### src/rtl/tpum_apb_pkg.sv
// Shared definitions for the TPUM APB initiator: bus widths, FSM state encoding
// and the TPUM register map used by the host-side sequencer.
package tpum_apb_pkg;

  localparam int unsigned APB_ADDR_W = 9;
  localparam int unsigned APB_DATA_W = 32;

  typedef enum logic [1:0] {
    ST_IDLE   = 2'd0,
    ST_SETUP  = 2'd1,
    ST_ACCESS = 2'd2,
    ST_RESP   = 2'd3
  } apb_state_e;

  // TPUM register indices; the APB byte address is the index shifted left by two.
  localparam int unsigned REG_DIM_A_VER  = 0;
  localparam int unsigned REG_DIM_B_VER  = 1;
  localparam int unsigned REG_TPUM_MODE  = 5;
  localparam int unsigned REG_TPUM_START = 6;
  localparam int unsigned REG_STATUS     = 11;
  localparam int unsigned REG_RESULT     = 12;

  localparam logic [2:0] MODE_BNN_OP = 3'b010;

  function automatic logic [APB_ADDR_W-1:0] reg_addr(input int unsigned idx);
    return APB_ADDR_W'(idx << 2);
  endfunction

endpackage

### src/rtl/tpum_apb_master.sv
// Single-outstanding APB3 initiator turning a valid/ready command stream into
// TPUM register transfers. Define TPUM_APB_TIMEOUT_EN to build the ACCESS timeout.
module tpum_apb_master
  import tpum_apb_pkg::*;
#(
  parameter int unsigned ADDR_W         = APB_ADDR_W,
  parameter int unsigned DATA_W         = APB_DATA_W,
  parameter int unsigned TIMEOUT_CYCLES = 256
) (
  input  logic              clk,
  input  logic              rst,
  input  logic              cmd_valid,
  output logic              cmd_ready,
  input  logic              cmd_write,
  input  logic [ADDR_W-1:0] cmd_addr,
  input  logic [DATA_W-1:0] cmd_wdata,
  output logic              rsp_valid,
  input  logic              rsp_ready,
  output logic [DATA_W-1:0] rsp_rdata,
  output logic              rsp_err,
  output logic              rsp_timeout,
  output logic              psel,
  output logic              penable,
  output logic              pwrite,
  output logic [ADDR_W-1:0] paddr,
  output logic [DATA_W-1:0] pwdata,
  input  logic [DATA_W-1:0] prdata,
  input  logic              pready,
  input  logic              pslverr
);

  localparam logic [1:0] S_IDLE   = ST_IDLE;
  localparam logic [1:0] S_SETUP  = ST_SETUP;
  localparam logic [1:0] S_ACCESS = ST_ACCESS;
  localparam logic [1:0] S_RESP   = ST_RESP;

  logic [1:0] state;
  logic       timeout_hit;

  // NOTE: every register here is updated with <= so all flops sample the same
  // pre-edge values; blocking assignments would make the result order-dependent.
  always_ff @(posedge clk) begin
    if (rst) begin
      state     <= S_IDLE;
      cmd_ready <= 1'b1;
      psel      <= 1'b0;
      penable   <= 1'b0;
      pwrite    <= 1'b0;
      paddr     <= '0;
      pwdata    <= '0;
      rsp_valid <= 1'b0;
      rsp_rdata <= '0;
      rsp_err   <= 1'b0;
    end else begin
      case (state)
        S_IDLE: begin
          if (cmd_valid) begin
            // The APB address/data registers double as the command latch.
            cmd_ready <= 1'b0;
            psel      <= 1'b1;
            pwrite    <= cmd_write;
            paddr     <= cmd_addr;
            pwdata    <= cmd_write ? cmd_wdata : '0;
            state     <= S_SETUP;
          end
        end

        S_SETUP: begin
          penable <= 1'b1;
          state   <= S_ACCESS;
        end

        S_ACCESS: begin
          if (pready) begin
            rsp_rdata <= pwrite ? '0 : prdata;
            rsp_err   <= pslverr;
            rsp_valid <= 1'b1;
            psel      <= 1'b0;
            penable   <= 1'b0;
            pwrite    <= 1'b0;
            paddr     <= '0;
            pwdata    <= '0;
            state     <= S_RESP;
          end else if (timeout_hit) begin
            rsp_rdata <= '0;
            rsp_err   <= 1'b1;
            rsp_valid <= 1'b1;
            psel      <= 1'b0;
            penable   <= 1'b0;
            pwrite    <= 1'b0;
            paddr     <= '0;
            pwdata    <= '0;
            state     <= S_RESP;
          end
        end

        S_RESP: begin
          if (rsp_ready) begin
            rsp_valid <= 1'b0;
            rsp_rdata <= '0;
            rsp_err   <= 1'b0;
            cmd_ready <= 1'b1;
            state     <= S_IDLE;
          end
        end

        default: begin
          state     <= S_IDLE;
          cmd_ready <= 1'b1;
          psel      <= 1'b0;
          penable   <= 1'b0;
          rsp_valid <= 1'b0;
        end
      endcase
    end
  end

`ifdef TPUM_APB_TIMEOUT_EN
  localparam int unsigned CNT_W = (TIMEOUT_CYCLES > 1) ? $clog2(TIMEOUT_CYCLES) : 1;
  localparam logic [CNT_W-1:0] CNT_LAST = CNT_W'(TIMEOUT_CYCLES - 1);

  logic [CNT_W-1:0] to_cnt;
  logic             to_flag;

  // A pready in the expiry cycle takes precedence, so expiry requires pready low.
  assign timeout_hit = (state == S_ACCESS) && !pready && (to_cnt == CNT_LAST);
  assign rsp_timeout = to_flag;

  always_ff @(posedge clk) begin
    if (rst) begin
      to_cnt  <= '0;
      to_flag <= 1'b0;
    end else begin
      if (state == S_SETUP) begin
        to_cnt <= '0;
      end else if ((state == S_ACCESS) && !pready && !timeout_hit) begin
        to_cnt <= to_cnt + 1'b1;
      end

      if (timeout_hit) begin
        to_flag <= 1'b1;
      end else if ((state == S_RESP) && rsp_ready) begin
        to_flag <= 1'b0;
      end
    end
  end
`else
  assign timeout_hit = 1'b0;
  assign rsp_timeout = 1'b0;
`endif

endmodule
### config.mk
export PLATFORM = sky130hd
export DESIGN_NAME = tpum_apb_master
export DESIGN_NICKNAME = d
export VERILOG_FILES = /design/src/rtl/tpum_apb_pkg.sv /design/src/rtl/tpum_apb_master.sv
export SDC_FILE = /design/constraint.sdc
export NUM_CORES = 1
export LEC_CHECK = 0
export CAP_MARGIN = 20
export CORE_AREA = 4 4 95 97
export DETAILED_ROUTE_END_ITERATION = 8
export DIE_AREA = 0 0 99 101
export GPL_ROUTABILITY_DRIVEN = 0
export PLACE_DENSITY_LB_ADDON = 0.08
export SYNTH_ARGS = -nofsm -noshare
export SYNTH_HDL_FRONTEND = slang
export SYNTH_SLANG_ARGS = --single-unit
export TNS_END_PERCENT = 50
### constraint.sdc
create_clock -name clk -period 2.6 [get_ports clk]
set_clock_uncertainty 0.15 [all_clocks]
set_input_delay 0.52 -clock clk [delete_from_list [all_inputs] [get_ports clk]]
set_output_delay 0.52 -clock clk [all_outputs]
set_load 0.03 [all_outputs]
==> results of run 1 <==
[area by class of cell]
| class | count | area (µm²) |
|---|---|---|
| Fill cell | 699 | 3180 |
| Clock inverter | 5 | 81.3 |
| Tap cell | 105 | 131 |
| Clock buffer | 10 | 128 |
| Timing Repair Buffer | 171 | 1690 |
| Inverter | 3 | 11.3 |
| Multi-Input combinational cell | 198 | 1290 |
| Sequential cell | 81 | 1620 |
[worst register-to-register path, delay by kind of cell, from the launching register on]
kind	cells	cell delay (ps)
muxes	1	710
DFF	1	340
AOI/OAI and AO/OA	2	360
adders and majority gates	1	530
buffers and inverters	1	140
[flip-flops by register name, summed over array words and instances (netlist names)]
register and cells:
pwdata 32, rsp_rdata 32, paddr 9, state 2, cmd_ready 1, penable 1, psel 1, pwrite 1
rsp_err 1, rsp_valid 1
[per-stage QoR]
| step | util | hold slack [ps] | setup WS, ps |
|---|---|---|---|
| 2_1_floorplan | - | 333 | 706 |
| 3_3_place_gp | 0.583 | 286 | 226 |
| 3_5_place_dp | 0.583 | 289 | 166 |
| 4_1_cts | 0.609 | 304 | 286 |
| 5_1_grt | 0.609 | 324 | 118 |
| 6_report | 0.609 | 299 | 294 |
[power by group]
group | switching [mW] | leakage (nW) | internal, mW
sequential | 0.129 | 0.659 | 1.48
clock | 0.449 | 0.102 | 0.536
combinational | 1.32 | 1.02 | 0.846
total | 1.90 | 1.78 | 2.87
[synth_stat cells (2+ instances only)]
| master | instances | share of area |
|---|---|---|
| dfxtp_1 | 81 | 0.52 |
| nor2b_1 | 2 | 0.0040 |
| nand4b_1 | 10 | 0.028 |
| nand2_1 | 36 | 0.044 |
| ha_1 | 6 | 0.024 |
| buf_6 | 3 | 0.011 |
| mux2i_1 | 2 | 0.0064 |
| o21ai_0 | 32 | 0.052 |
| buf_4 | 4 | 0.0097 |
| nor3_1 | 2 | 0.0032 |
| a21oi_1 | 12 | 0.019 |
| buf_8 | 3 | 0.015 |
| nand4_1 | 32 | 0.064 |
| nor2_1 | 3 | 0.0036 |
| mux2_2 | 2 | 0.0073 |
| o21ai_1 | 10 | 0.016 |
| inv_1 | 2 | 0.0024 |
| a211oi_1 | 2 | 0.0048 |
| a22o_2 | 4 | 0.013 |
| clkbuf_1 | 20 | 0.024 |
| a22o_1 | 29 | 0.082 |
[layer usage]
layer,GRT usage,part of all wire,vias up
met3,0.0602,0.087,4
met5,0,0,-
met2,0.277,0.45,111
li1,-,-,1439
met1,0.230,0.45,1328
met4,0.0672,0.0079,0
[worst paths after layout]
kind	startpoint	endpoint
hold reg to reg	pwdata[7]$_SDFFE_PP0P_	pwdata[7]$_SDFFE_PP0P_
setup reg to reg	state[0]$_SDFFE_PP0P_	psel$_SDFFE_PP0P_
setup / recovery	state[0]$_SDFFE_PP0P_	psel$_SDFFE_PP0P_
hold / removal	pwdata[7]$_SDFFE_PP0P_	pwdata[7]$_SDFFE_PP0P_
[cells by family after synthesis]
| kind of cell | count (synthesis) | synth area share |
|---|---|---|
| buffers and inverters | 35 | 0.0661 |
| adders and majority gates | 6 | 0.0242 |
| AOI/OAI and AO/OA | 94 | 0.199 |
| muxes | 4 | 0.0137 |
| DFF | 81 | 0.522 |
| and+or+nand+nor | 93 | 0.174 |
| other | 1 | 0.00121 |
==> out/metrics.yaml, run 1 <==
outcome:
  status: "finished clean"
cells_and_area:
  drive_gt1_frac: 0.0833
  instances_no_fill: 573
  layout_common_cells: "clkdlybuf4s50_1, dfxtp_1, nand2_1, o21ai_0, nand4_1"
  area_growth_pct: 59.5
  fin_nets: 550
  diodes: 0
  final_cell_area_mm2: 0.00495
  layout_commonest_cell: "clkdlybuf4s50_1"
synthesis:
  synth_nets: 400
  synth.distinct_cells: 38
  ys_ff_latch: 81
  syn_area_mm2: 0.00310
  async_reset_ff_frac: 0
  synth_edf_count: 0
  syn_avg_cell_area_um2: 9.89
  yosys_warnings: 0
  syn_inst: 314
  ys_seq_area_frac: 0.522
  synth-main-ff-cell: "dfxtp_1"
grt:
  grt_pass1_vias: 2873
  overflow: 0
  grt_pass1_wl_um: 14400
  grt_usage: 0.178
  grt_antenna_before_repair: 0
  grt_max_degree: 36
pwr:
  power.leakage_nw: 1.78
  p_total_mw: 4.76
  vdd_drop_max_mv: 0.449
  p_per_area_mw_per_mm2: 962
setup_path:
  worstPathArrival_ps: 2410
  crit_chain: "inv_1, ha_1, mux2_2, a21oi_1, a211oi_1"
  cp.depth: 5
  ff2ff_setup_slack_ps: 290
  cp-end-kind: "flip-flop"
  critical-path-max-stage-delay_ps: 700
  crit_required_ps: 2710
  reg2reg_depth: 5
  cp_top_family: "multiplexers"
  path_class: "flip-flop to flip-flop"
  worstPathMaxFanout: 33
  crit_path_start_kind: "flip-flop"
  path_buf_inv: 1
  critical_path.slowest_cell: "mux2_2"
sta:
  finalSetupViolations: 0
  period_share: 0.887
  hold_viol_final: 0
  drv_slew: 0
  layout_min_cycle_time_ps: 2310
  tns_ps: 0
  fmax_mhz: 434
  slew_headroom: 0.554
  tightestPinTransition_ps: 668
  rsz0062_at_grt: "no"
placed_design:
  port_buffers: 158
  placed_cells: 558
  placed_cell_area_mm2: 0.00474
  dp_hpwl_um: 6300
route:
  vias_per_cell: 5.03
  ant_nets: 0
  drt_iter0_markers: 175
  firstDrtPassIters: 4
  wl_per_cell_um: 15.8
  vias: 2882
  drc_errors: 0
  finalWirelength_um: 9070
cts:
  ctsResizeCount: 0
  clockBufferDepth: 2
  cts_root_buf: "clkbuf_8"
  cts_hold_buf: 0
  path_clk_slew_ps: 80
  cts_made_buffers: 9
  htree_levels: 3
  cts_sinks: 81
  post_cts_buffers: 0
  clock_latency_ps: 330
  cts_tree: "built"
floorplanning:
  rows: 33
  fp.dieH_um: 101
  io_pins: 160
  dieArea_mm2: 0.0100
  start_util: 0.382
  die_width_um: 99
  core_area_mm2: 0.00813
min_path:
  min_path_type: "flip-flop to flip-flop"
  min_path_cells: 2
flow_run:
  maxCapViolations: 0
(Power assumes the default switching activity.)
==> run 2, diff against run 1 <==
Settings changed: SKIP_LAST_GASP set to 1.
==> results of run 2 <==
Final layout, timing and power as in run 1 (identical DEF).
